**src/rtl/alu_result_demux.sv**
```systemverilog
// 1-to-16 result distributor: buffers one ALU result, writes it into a slot.
// Optional DEMUX_OVERWRITE_EN: never stall, flag overwritten slots on OVF.
module alu_result_demux #(
  parameter int N  = 8,
  parameter int CW = 16
) (
  input  logic            CLK,
  input  logic            RST,
  input  logic [N-1:0]    DIN,
  input  logic [3:0]      SEL,
  input  logic            IN_VALID,
  output logic            IN_READY,
  output logic [16*N-1:0] Q,
  output logic [15:0]     Q_VALID,
  input  logic [15:0]     Q_ACK,
  output logic            OVF,
  output logic [CW-1:0]   DCOUNT
);

  typedef enum logic {
    EMPTY,
    HELD
  } state_t;

  state_t          state;
  state_t          state_nx;
  logic [N-1:0]    hd;
  logic [3:0]      hs;
  logic [16*N-1:0] q_r;
  logic [15:0]     qv_r;
  logic [CW-1:0]   cnt;
  logic            free;
  logic            wr;
  logic [15:0]     wr_mask;

`ifdef DEMUX_OVERWRITE_EN
  logic ovf_r;
  assign free = 1'b1;
  assign OVF  = ovf_r;
`else
  assign free = ~qv_r[hs] | Q_ACK[hs];
  assign OVF  = 1'b0;
`endif

  assign IN_READY = (state == EMPTY);
  assign Q        = q_r;
  assign Q_VALID  = qv_r;
  assign DCOUNT   = cnt;

  always_comb begin
    state_nx = state;
    wr       = 1'b0;
    unique case (state)
      EMPTY: if (IN_VALID) state_nx = HELD;
      HELD: begin
        if (free) begin
          wr       = 1'b1;
          state_nx = EMPTY;
        end
      end
      default: state_nx = EMPTY;
    endcase
    wr_mask = wr ? (16'h0001 << hs) : 16'h0000;
  end

  always_ff @(posedge CLK) begin
    if (RST) begin
      state <= EMPTY;
      hd    <= '0;
      hs    <= '0;
      q_r   <= '0;
      qv_r  <= '0;
      cnt   <= '0;
`ifdef DEMUX_OVERWRITE_EN
      ovf_r <= 1'b0;
`endif
    end else begin
      state <= state_nx;
      if (state == EMPTY && IN_VALID) begin
        hd <= DIN;
        hs <= SEL;
      end
      for (int j = 0; j < 16; j++) begin
        if (wr_mask[j]) q_r[j*N +: N] <= hd;
      end
      // a write to slot j wins over an ack of slot j on the same edge
      qv_r <= (qv_r & ~Q_ACK) | wr_mask;
      cnt  <= cnt + CW'(wr);
`ifdef DEMUX_OVERWRITE_EN
      if (wr && qv_r[hs] && !Q_ACK[hs]) ovf_r <= 1'b1;
`endif
    end
  end

endmodule

```
**config.mk**
```make
export PLATFORM = sky130hd
export DESIGN_NAME = alu_result_demux
export DESIGN_NICKNAME = d
export VERILOG_FILES = /design/src/rtl/alu_result_demux.sv
export SDC_FILE = /design/constraint.sdc
export NUM_CORES = 1
export LEC_CHECK = 0
export ABC_AREA = 1
export CORE_ASPECT_RATIO = 0.75
export CORE_UTILIZATION = 43
export CTS_CLUSTER_DIAMETER = 200
export DETAILED_ROUTE_END_ITERATION = 7
export GPL_ROUTABILITY_DRIVEN = 0
export GPL_TIMING_DRIVEN = 0
export PLACE_DENSITY = 0.8
export RECOVER_POWER = 25
export SLEW_MARGIN = 0
export SYNTH_ARGS = -nofsm -noshare
export SYNTH_HDL_FRONTEND = slang
export SYNTH_SLANG_ARGS = --single-unit
```
**constraint.sdc**
```tcl
create_clock -name CLK -period 4.2 [get_ports CLK]
set_input_delay 0.63 -clock CLK [delete_from_list [all_inputs] [get_ports CLK]]
set_output_delay 0.63 -clock CLK [all_outputs]
set_load 0.01 [all_outputs]
```
Word-level counts from Yosys, hierarchy flattened
Cells that the tools add are included.
{ "classes": {"add_sub_neg": 1, "shifts": 1, "mux": 10, "bitwise_logic": 6, "n_reduce_logical": 1, "n_lt_le_gt_ge": 1} }
{ "ops": {"columns": ["cell", "n"], "rows": [
  ["adder 16 x 1 -> 16 bit", 1],
  ["bitwise AND 16 bit", 1],
  ["2-to-1 mux 16 bit", 1],
  ["NOT 16 bit", 1],
  ["bitwise OR 16 bit", 1],
  ["left shift 1 x 4 -> 16 bit (first input constant)", 1],
  ["binary-select mux 1 bit (select 4 bit)", 2],
  ["2-to-1 mux 1 bit", 6],
  ["less-than comparator 4 x 5 -> 1 bit (second input constant)", 1],
  ["NOT 1 bit", 2],
  ["case mux 1 bit (2 select lines)", 1],
  ["logical AND 1 bit", 1],
  ["bitwise OR 1 bit", 1]
]} }
{ "totals": {"in_bits": 31, "word_cells": 41, "regBits": 173, "output_inout_bits": 162} }

Depth between registers and ports, before layout
Gate-level depths: netlist of run 1.
{ "logic_depth": {"ltp_word": 8, "mapped_depth": 19} }

Worst setup path after synthesis of run 1
Ideal clock, no wire load.
{ "synth_timing": {"kind": "input to register", "startpoint": "input Q_ACK[9]", "endpoint": "register cnt[12] (netlist: DCOUNT[12])", "cell_stages": 15, "setup_slack_ns": 1.519, "setup_time_ns": 0.115, "arrival_time_ns": 2.566, "required_time_ns": 4.085, "path_buffers": 0, "path_cell_list": "inv_1 o21ai_0 nor2_1 nand2_1 nand3_2 a21oi_1 ha_1 ha_1 nand3_1 nor3_1 nand3_1 nor3_1 nand4_1 nand2_1 nor2_1"} }
{ "synth_via": {"elab_chain_len": 6} }
{ "synth_lines": {"columns": ["item", "line", "rtl"], "rows": [
  ["from (decl)", "15", "input logic [15:0] Q_ACK,"],
  ["binary-select mux 1 bit (select 4 bit)", "41", "assign free = ~qv_r[hs] | Q_ACK[hs];"],
  ["2-to-1 mux 1 bit (implied by the code)", "41", null],
  ["bitwise OR 1 bit", "41", null],
  ["2-to-1 mux 1 bit", "56", "if (free) begin"],
  ["2-to-1 mux 1 bit", "53", "unique case (state)"],
  ["adder 16 x 1 -> 16 bit", "88", "cnt <= cnt + CW'(wr);"],
  ["to (signal assigned)", "88", null],
  ["to (decl)", "31", "logic [CW-1:0] cnt;"]
]} }
No other way between the ends. The select of a mux whose other input is x is not followed.
A chain may end at the register's enable or synchronous reset.

Worst setup path in the final report of run 1
{ "layout_timing": {"startpoint": "register hs[0]", "endpoint": "register cnt[12] (netlist: DCOUNT[12])"} }
{ "layout_via": {"elab_chain_len": 7, "word_cells_on_any_way": 9, "cone_classes": "1 x add/sub; 6 x mux; 2 x bitwise"} }
{ "layout_lines": {"columns": ["item", "line", "rtl"], "rows": [
  ["from (decl)", "28", "logic [3:0] hs;"],
  ["from (signal assigned)", "70", "hs <= '0;"],
  ["from (signal assigned)", "81", "hs <= SEL;"],
  ["binary-select mux 1 bit (select 4 bit)", "41", null],
  ["2-to-1 mux 1 bit (implied by the code)", "41", null],
  ["NOT 1 bit", "41", null],
  ["bitwise OR 1 bit (*)", "41", null],
  ["2-to-1 mux 1 bit (*)", "56", null],
  ["2-to-1 mux 1 bit (*)", "53", null],
  ["adder 16 x 1 -> 16 bit (*)", "88", null]
]} }
Every way passes the cells marked *; elsewhere a longest branch is shown, timed or not. The select of a mux whose other input is x is not followed.

==> key figures, run 1 <==
Outcome
  • Outcome: completed

Setup path
  • Startpoint types: register
  • Crit path max-delay cell type: a21oi_1
  • Req. time, crit path: 4.53 ns
  • Worst path max stage delay: 0.46 ns
  • CP most frequent cell: nand2_1
  • Worst-path fanout max: 10
  • Critical Path AT: 3.83 ns
  • CP top delay family: simple AND/OR/NAND/NOR gates
  • Cell Chain, Critical Path: buf_4, nand2_2, inv_1, nand2_1, nand2_1, nor2_1, nand2_1, nand3_2, a21oi_1, ha_1, ha_1, nand3_1, nor3_1, nand3_1, nor3_1, nand4_1, nand2_1, nor2_1
  • Worst Setup End Kind: register
  • WP buf/inv: 2
  • Setup Crit Path Kind: register to register

Routing
  • Residual DRC: 0
  • Vias per cell: 4.95
  • Total vias in the final route: 8635
  • Drt total wl: 26800 µm
  • Post-route ant nets: 0
  • Drt initial violations: 840
  • DRT Pass-1 Iters: 5
  • Wirelength per Cell: 15.3 µm

Min path
  • Worst Hold Class: register to register

Finish
  • Total Nets Final: 1515
  • Post-Layout Cell Count: 1746
  • Antenna diodes: 0
  • Layout cell share with drive strength beyond 1: 6.16%
  • Area taken by multi-input logic gates: 3550 µm²
  • Register area: 3460 µm²
  • Fillers: 1797
  • Area Overhead vs Synth: 32.7%

STA
  • Final hold slack: 0.478 ns
  • Worst-Margin Slew: 1.31 ns
  • Tmin final: 3.50 ns
  • Worst relative slew slack: 11.9%
  • Final setup violation count: 0
  • Setup_tns: 0 ns
  • Period utilisation layout: 83.3%
  • Fmax: 286 MHz
  • Final Hold Viols: 0
  • RSZ-0062 raised after global routing: false
  • Worst Skew: 0.0102 ns
  • Final Max Tran Viols: 0

Die
  • Num ports: 193
  • Core area: 19400 µm²
  • Rows: 44
  • Die area: 20300 µm²
  • Starting Density: 43.9%
  • Die Wd: 164 µm
  • Die H: 124 µm

Power and ir drop
  • VDD IR max: 243 µV
  • Power Total: 3750 µW
  • PwrDens: 333 nW/µm²
  • Leak: 0.00508 µW

Logic synthesis
  • Yosys warns: 0
  • Synth Instances: 1271
  • Sequential share of the synthesized area: 40.8%
  • Mapped cell area: 8500 µm²
  • Area contributors post-synth: dfxtp_1 41%, nand2_1 14%, inv_1 13%
  • Synth Register Bits: 173
  • Yosys top cell area share: 40.8%
  • Syn Nets: 1305
  • Unique masters post-synth: 29
  • Avg Cell Area, Syn: 6.69 µm²
  • Area leader, netlist: dfxtp_1

Clocking
  • TritonCTS buffer count: 17
  • Clk pin slew, worst setup/hold paths: 0.07 ns
  • Hold-fix buffers, CTS: 0
  • Setup repair bufs after CTS: 0
  • Clk_lat worst skew: 0.44 ns
  • Clock tree buffer depth: 2
  • CTS tree: built
  • H-tree levels: 4
  • Post_cts resized: 0
  • Root buf cell: clkbuf_16
  • Clock sink total: 173

Global routing
  • Vias in the first global route: 7825
  • Gr usage total: 26.5%
  • Initial antenna violation count: 0
  • Global route overflow: 0
  • Largest net degree at the start of global routing: 17
  • Global-route wire length before repair: 40600 µm

Placement
  • Post-DP HPWL: 19400 µm
  • PortBufs: 191
  • Placed cells: 1715

Run
  • Max_cap viols: 0
==> cell families after synthesis <==
logic type / synth area share (%)
AO/OA/AOI/OAI: 3.90
flip-flops: 40.8
buffers and inverters: 17.5
other: 0.0441
adder cells (fa/ha/maj): 0.442
XOR/XNOR: 0.103
AND/OR/NAND/NOR: 37.3
==> Yosys cell counts <==
cell type    n
nand2_1    321
inv_1      291
dfxtp_1    173
nor2_1     144
nand4_1    130
a21oi_1     39
clkbuf_1    24
o21ai_0     23
nand3_1     19
buf_1       18
nand3_4     14
nor3_2      12
buf_2       11
buf_6        9
clkinv_1     9
nor3_1       9
nand3_2      4
buf_4        3
ha_1         3
inv_2        2
nand2_2      2
nand2_4      2
nor2_4       2
o21a_1       2
a31oi_1      1
buf_8        1
conb_1       1
nor4_1       1
xor2_1       1
==> power by group <==
group / switching, µW / internal [µW] / total, µW
registers: 19.3 / 1680 / 1690
clock network: 674 / 840 / 1510
logic: 370 / 174 / 544
total: 1060 / 2690 / 3750
==> cell usage in the layout, fill, tap and decap left out, types with 9 or more instances in the layout <==
cell,Yosys,final
clkdlybuf4s50_1,0,118
dlygate4sd3_1,0,73
a21oi_1,39,39
inv_1,291,291
dfxtp_1,173,173
nand4_1,130,130
buf_2,11,11
clkbuf_1,24,26
nand3_4,14,14
clkinv_1,9,9
clkbuf_16,0,17
buf_6,9,9
nor2_1,144,144
nand2_1,321,321
nor3_2,12,12
nor3_1,9,9
nand3_1,19,19
buf_1,18,17
o21ai_0,23,23
==> per-layer routing <==
layer,track usage [%],share of wire (%)
met2,39.9,42
met5,0,0
met4,9.20,2.5
met1,35.9,45
met3,7.73,11
==> cell type report <==
class	count	area share [%]
well taps	253	2.81
flip-flops and latches	173	30.7
clock inverters	11	0.821
multi-input cells	730	31.5
inverters	302	10.1
repair buffers	191	17.0
clock buffers	20	4.05
plain buffers	66	3.12
==> flip-flops by register name (all words and copies together) (netlist names) <==
register and flops:
Q 128, DCOUNT 16, hd 8, Q_VALID 16, hs 4, state 1
==> final timing paths <==
kind / slack (ns) / start / cells past startpoint / to
worst max-delay path: 0.70 / hs[0] / 18 / DCOUNT[12]
worst max register to register: 0.70 / hs[0] / 18 / DCOUNT[12]
worst min register to register: 0.48 / Q_VALID[9] / 2 / Q_VALID[9]
worst min-delay path: 0.48 / Q_VALID[9] / 2 / Q_VALID[9]
==> metrics by stage <==
stage | setup slack, ns | utilization [%] | cell area [µm²]
detailed placement | 0.448 | 55.4 | 10700
global route | 0.556 | 58.2 | 11300
CTS | 0.823 | 58.2 | 11300
finish | 0.701 | 58.2 | 11300
global placement | 0.529 | 55.4 | 10700
floorplan | 1.52 | - | 8500
==> worst register-to-register path, stage by stage, from the launching register on <==
cell and delay [ns]:
dfxtp_1 0.33, buf_4 0.20, nand2_2 0.13, inv_1 0.18
nand2_1 0.07, nand2_1 0.09, nor2_1 0.06, nand2_1 0.07
nand3_2 0.11, a21oi_1 0.46, ha_1 0.25, ha_1 0.18
nand3_1 0.13, nor3_1 0.29, nand3_1 0.19, nor3_1 0.37
nand4_1 0.14, nand2_1 0.09, nor2_1 0.05
(Power assumes the default switching activity.)
==> run 2: changes to the inputs <==
PLACE_DENSITY = 0.83   (was 0.8)
clock period = 3.2 ns   (was 4.2 ns; I/O delays follow)
==> key figures, run 2 (same netlist as run 1, synthesis figures left out) <==
Outcome
  • Outcome: completed

Routing
  • Vias per cell: 5.04
  • Drt total wl: 27000 µm
  • Residual DRC: 0
  • Post-route ant nets: 0
  • Wirelength per Cell: 15.5 µm
  • Total vias in the final route: 8806
  • DRT Pass-1 Iters: 7
  • Drt initial violations: 873

Finish
  • Post-Layout Cell Count: 1747
  • Commonest non-fill, non-tap cell in the layout: nand2_1
  • Layout cell share with drive strength beyond 1: 6.36%
  • Antenna diodes: 0
  • Max reg flops: 128
  • Total Nets Final: 1515
  • Area Overhead vs Synth: 33.9%
  • Fillers: 1767
  • Post-Route Utilization: 58.7%
  • Design area: 11400 µm²
  • Commonest non-fill, non-tap cells in the layout: 321 x nand2_1, 291 x inv_1, 173 x dfxtp_1

Clocking
  • CTS tree: built
  • H-tree levels: 4
  • Clk pin slew, worst setup/hold paths: 0.07 ns
  • Clock sink total: 173
  • Post_cts resized: 2
  • Hold-fix buffers, CTS: 0
  • Clk_lat worst skew: 0.44 ns
  • Setup repair bufs after CTS: 0
  • TritonCTS buffer count: 17
  • Clock tree buffer depth: 2
  • Root buf cell: clkbuf_16

STA
  • Final setup violation count: 0
  • Final Hold Viols: 0
  • Period utilisation layout: 93.9%
  • Tmin final: 3.01 ns
  • Final Max Tran Viols: 0
  • Worst Skew: 0.0121 ns
  • Worst-Margin Slew: 1.30 ns
  • Worst relative slew slack: 12.9%
  • Setup_tns: 0 ns
  • Final setup margin: 0.194 ns
  • Fmax: 333 MHz
  • RSZ-0062 raised after global routing: false

Setup path
  • Reg-to-reg slack, setup: 0.19 ns
  • Setup Crit Path Kind: register to register
  • Startpoint types: register
  • Req. time, crit path: 3.52 ns
  • CP top delay family: simple AND/OR/NAND/NOR gates
  • Worst path max stage delay: 0.33 ns
  • Worst Setup End Kind: register
  • CP most frequent cell: nand2_1
  • Critical Path AT: 3.33 ns
  • Cell Chain, Critical Path: buf_4, nand2_2, inv_1, nand2_1, nand2_1, nor2_1, nand2_1, nand3_2, a21oi_4, ha_1, ha_1, nand3_1, nor3_2, nand3_2, nor3_4, nand4_1, nand2_1, nor2_1
  • WP buf/inv: 2
  • Worst-path fanout max: 10
  • Crit path max-delay cell type: dfxtp_1

Die
  • Die area: 20300 µm²
  • Die H: 124 µm
  • Die Wd: 164 µm
  • Core area: 19400 µm²
  • Num ports: 193
  • Rows: 44
  • Starting Density: 43.9%

Global routing
  • Vias in the first global route: 7876
  • Met3 global-route usage: 7.09%
  • GRT Max-Usage Layer: met2
  • Met1 usage in global routing: 36.0%
  • Initial antenna violation count: 0
  • Global route overflow: 0
  • Met2 usage: 39.8%
  • Global-route wire length before repair: 41000 µm
  • Gr usage total: 26.6%
  • Largest net degree at the start of global routing: 17

Min path
  • Worst Hold Class: register to register

Placement
  • PortBufs: 191
  • Post-DP HPWL: 19700 µm
  • Placed cells: 1715
  • Area post-placement: 10700 µm²
  • Post-place setup slack: -0.570 ns

Power and ir drop
  • Leak: 0.00511 µW
  • PwrDens: 454 nW/µm²
  • VDD IR max: 320 µV

Run
  • Max_cap viols: 0
## run 2: changes by cell type in the layout (fill, tap and decap cells not counted), moves of 2 or more
cell        previous run  this run
clkbuf_1              26        29
clkinv_2               6         1
nor3_1                 9         6
clkinvlp_4             2         4
bufinv_16              1         4
nor3_2                12        14
## run 2: metal layers
| layer | wire length [µm] | up-vias |
|---|---|---|
| met5 | 0 | - |
| met4 | 900 | 0 |
| met3 | 2970 | 74 |
| met2 | 11300 | 458 |
| met1 | 11800 | 3967 |
| li1 | - | 4307 |
## run 2: report_power, final
group | switching (µW) | internal, µW
combinational | 491 | 230
sequential | 25.7 | 2200
clock | 893 | 1330
total | 1410 | 3760
## run 2: stage by stage
step | hold WS (ns) | power (µW)
after floorplan | 0.499 | 2700
after global placement | 0.469 | 2950
after CTS | 0.486 | 5160
final | 0.489 | 5170
after detailed placement | 0.476 | 2970
after global routing | 0.512 | 5320
## run 2: layout make-up
class	count	area [µm²]	area share (%)
multi-input combinational	730	3590	31.5
inverter	302	1130	9.96
timing repair buffer	191	1910	16.8
clock inverter	10	164	1.44
tap	253	317	2.78
sequential	173	3460	30.4
buffer	66	352	3.09
clock buffer	22	454	3.99
## run 2: final timing paths
path                                  from         end  depth (start not counted)
worst max register to register       hs[0]  DCOUNT[12]                         18
worst max-delay path                 hs[0]  DCOUNT[12]                         18
worst min register to register  Q_VALID[3]  Q_VALID[3]                          2
worst min-delay path            Q_VALID[3]  Q_VALID[3]                          2
## run 2: tightest hold or removal path: stages (launching register included)
cell,delay (ns)
dfxtp_1,0.33
nand2_1,0.07
a21oi_1,0.05
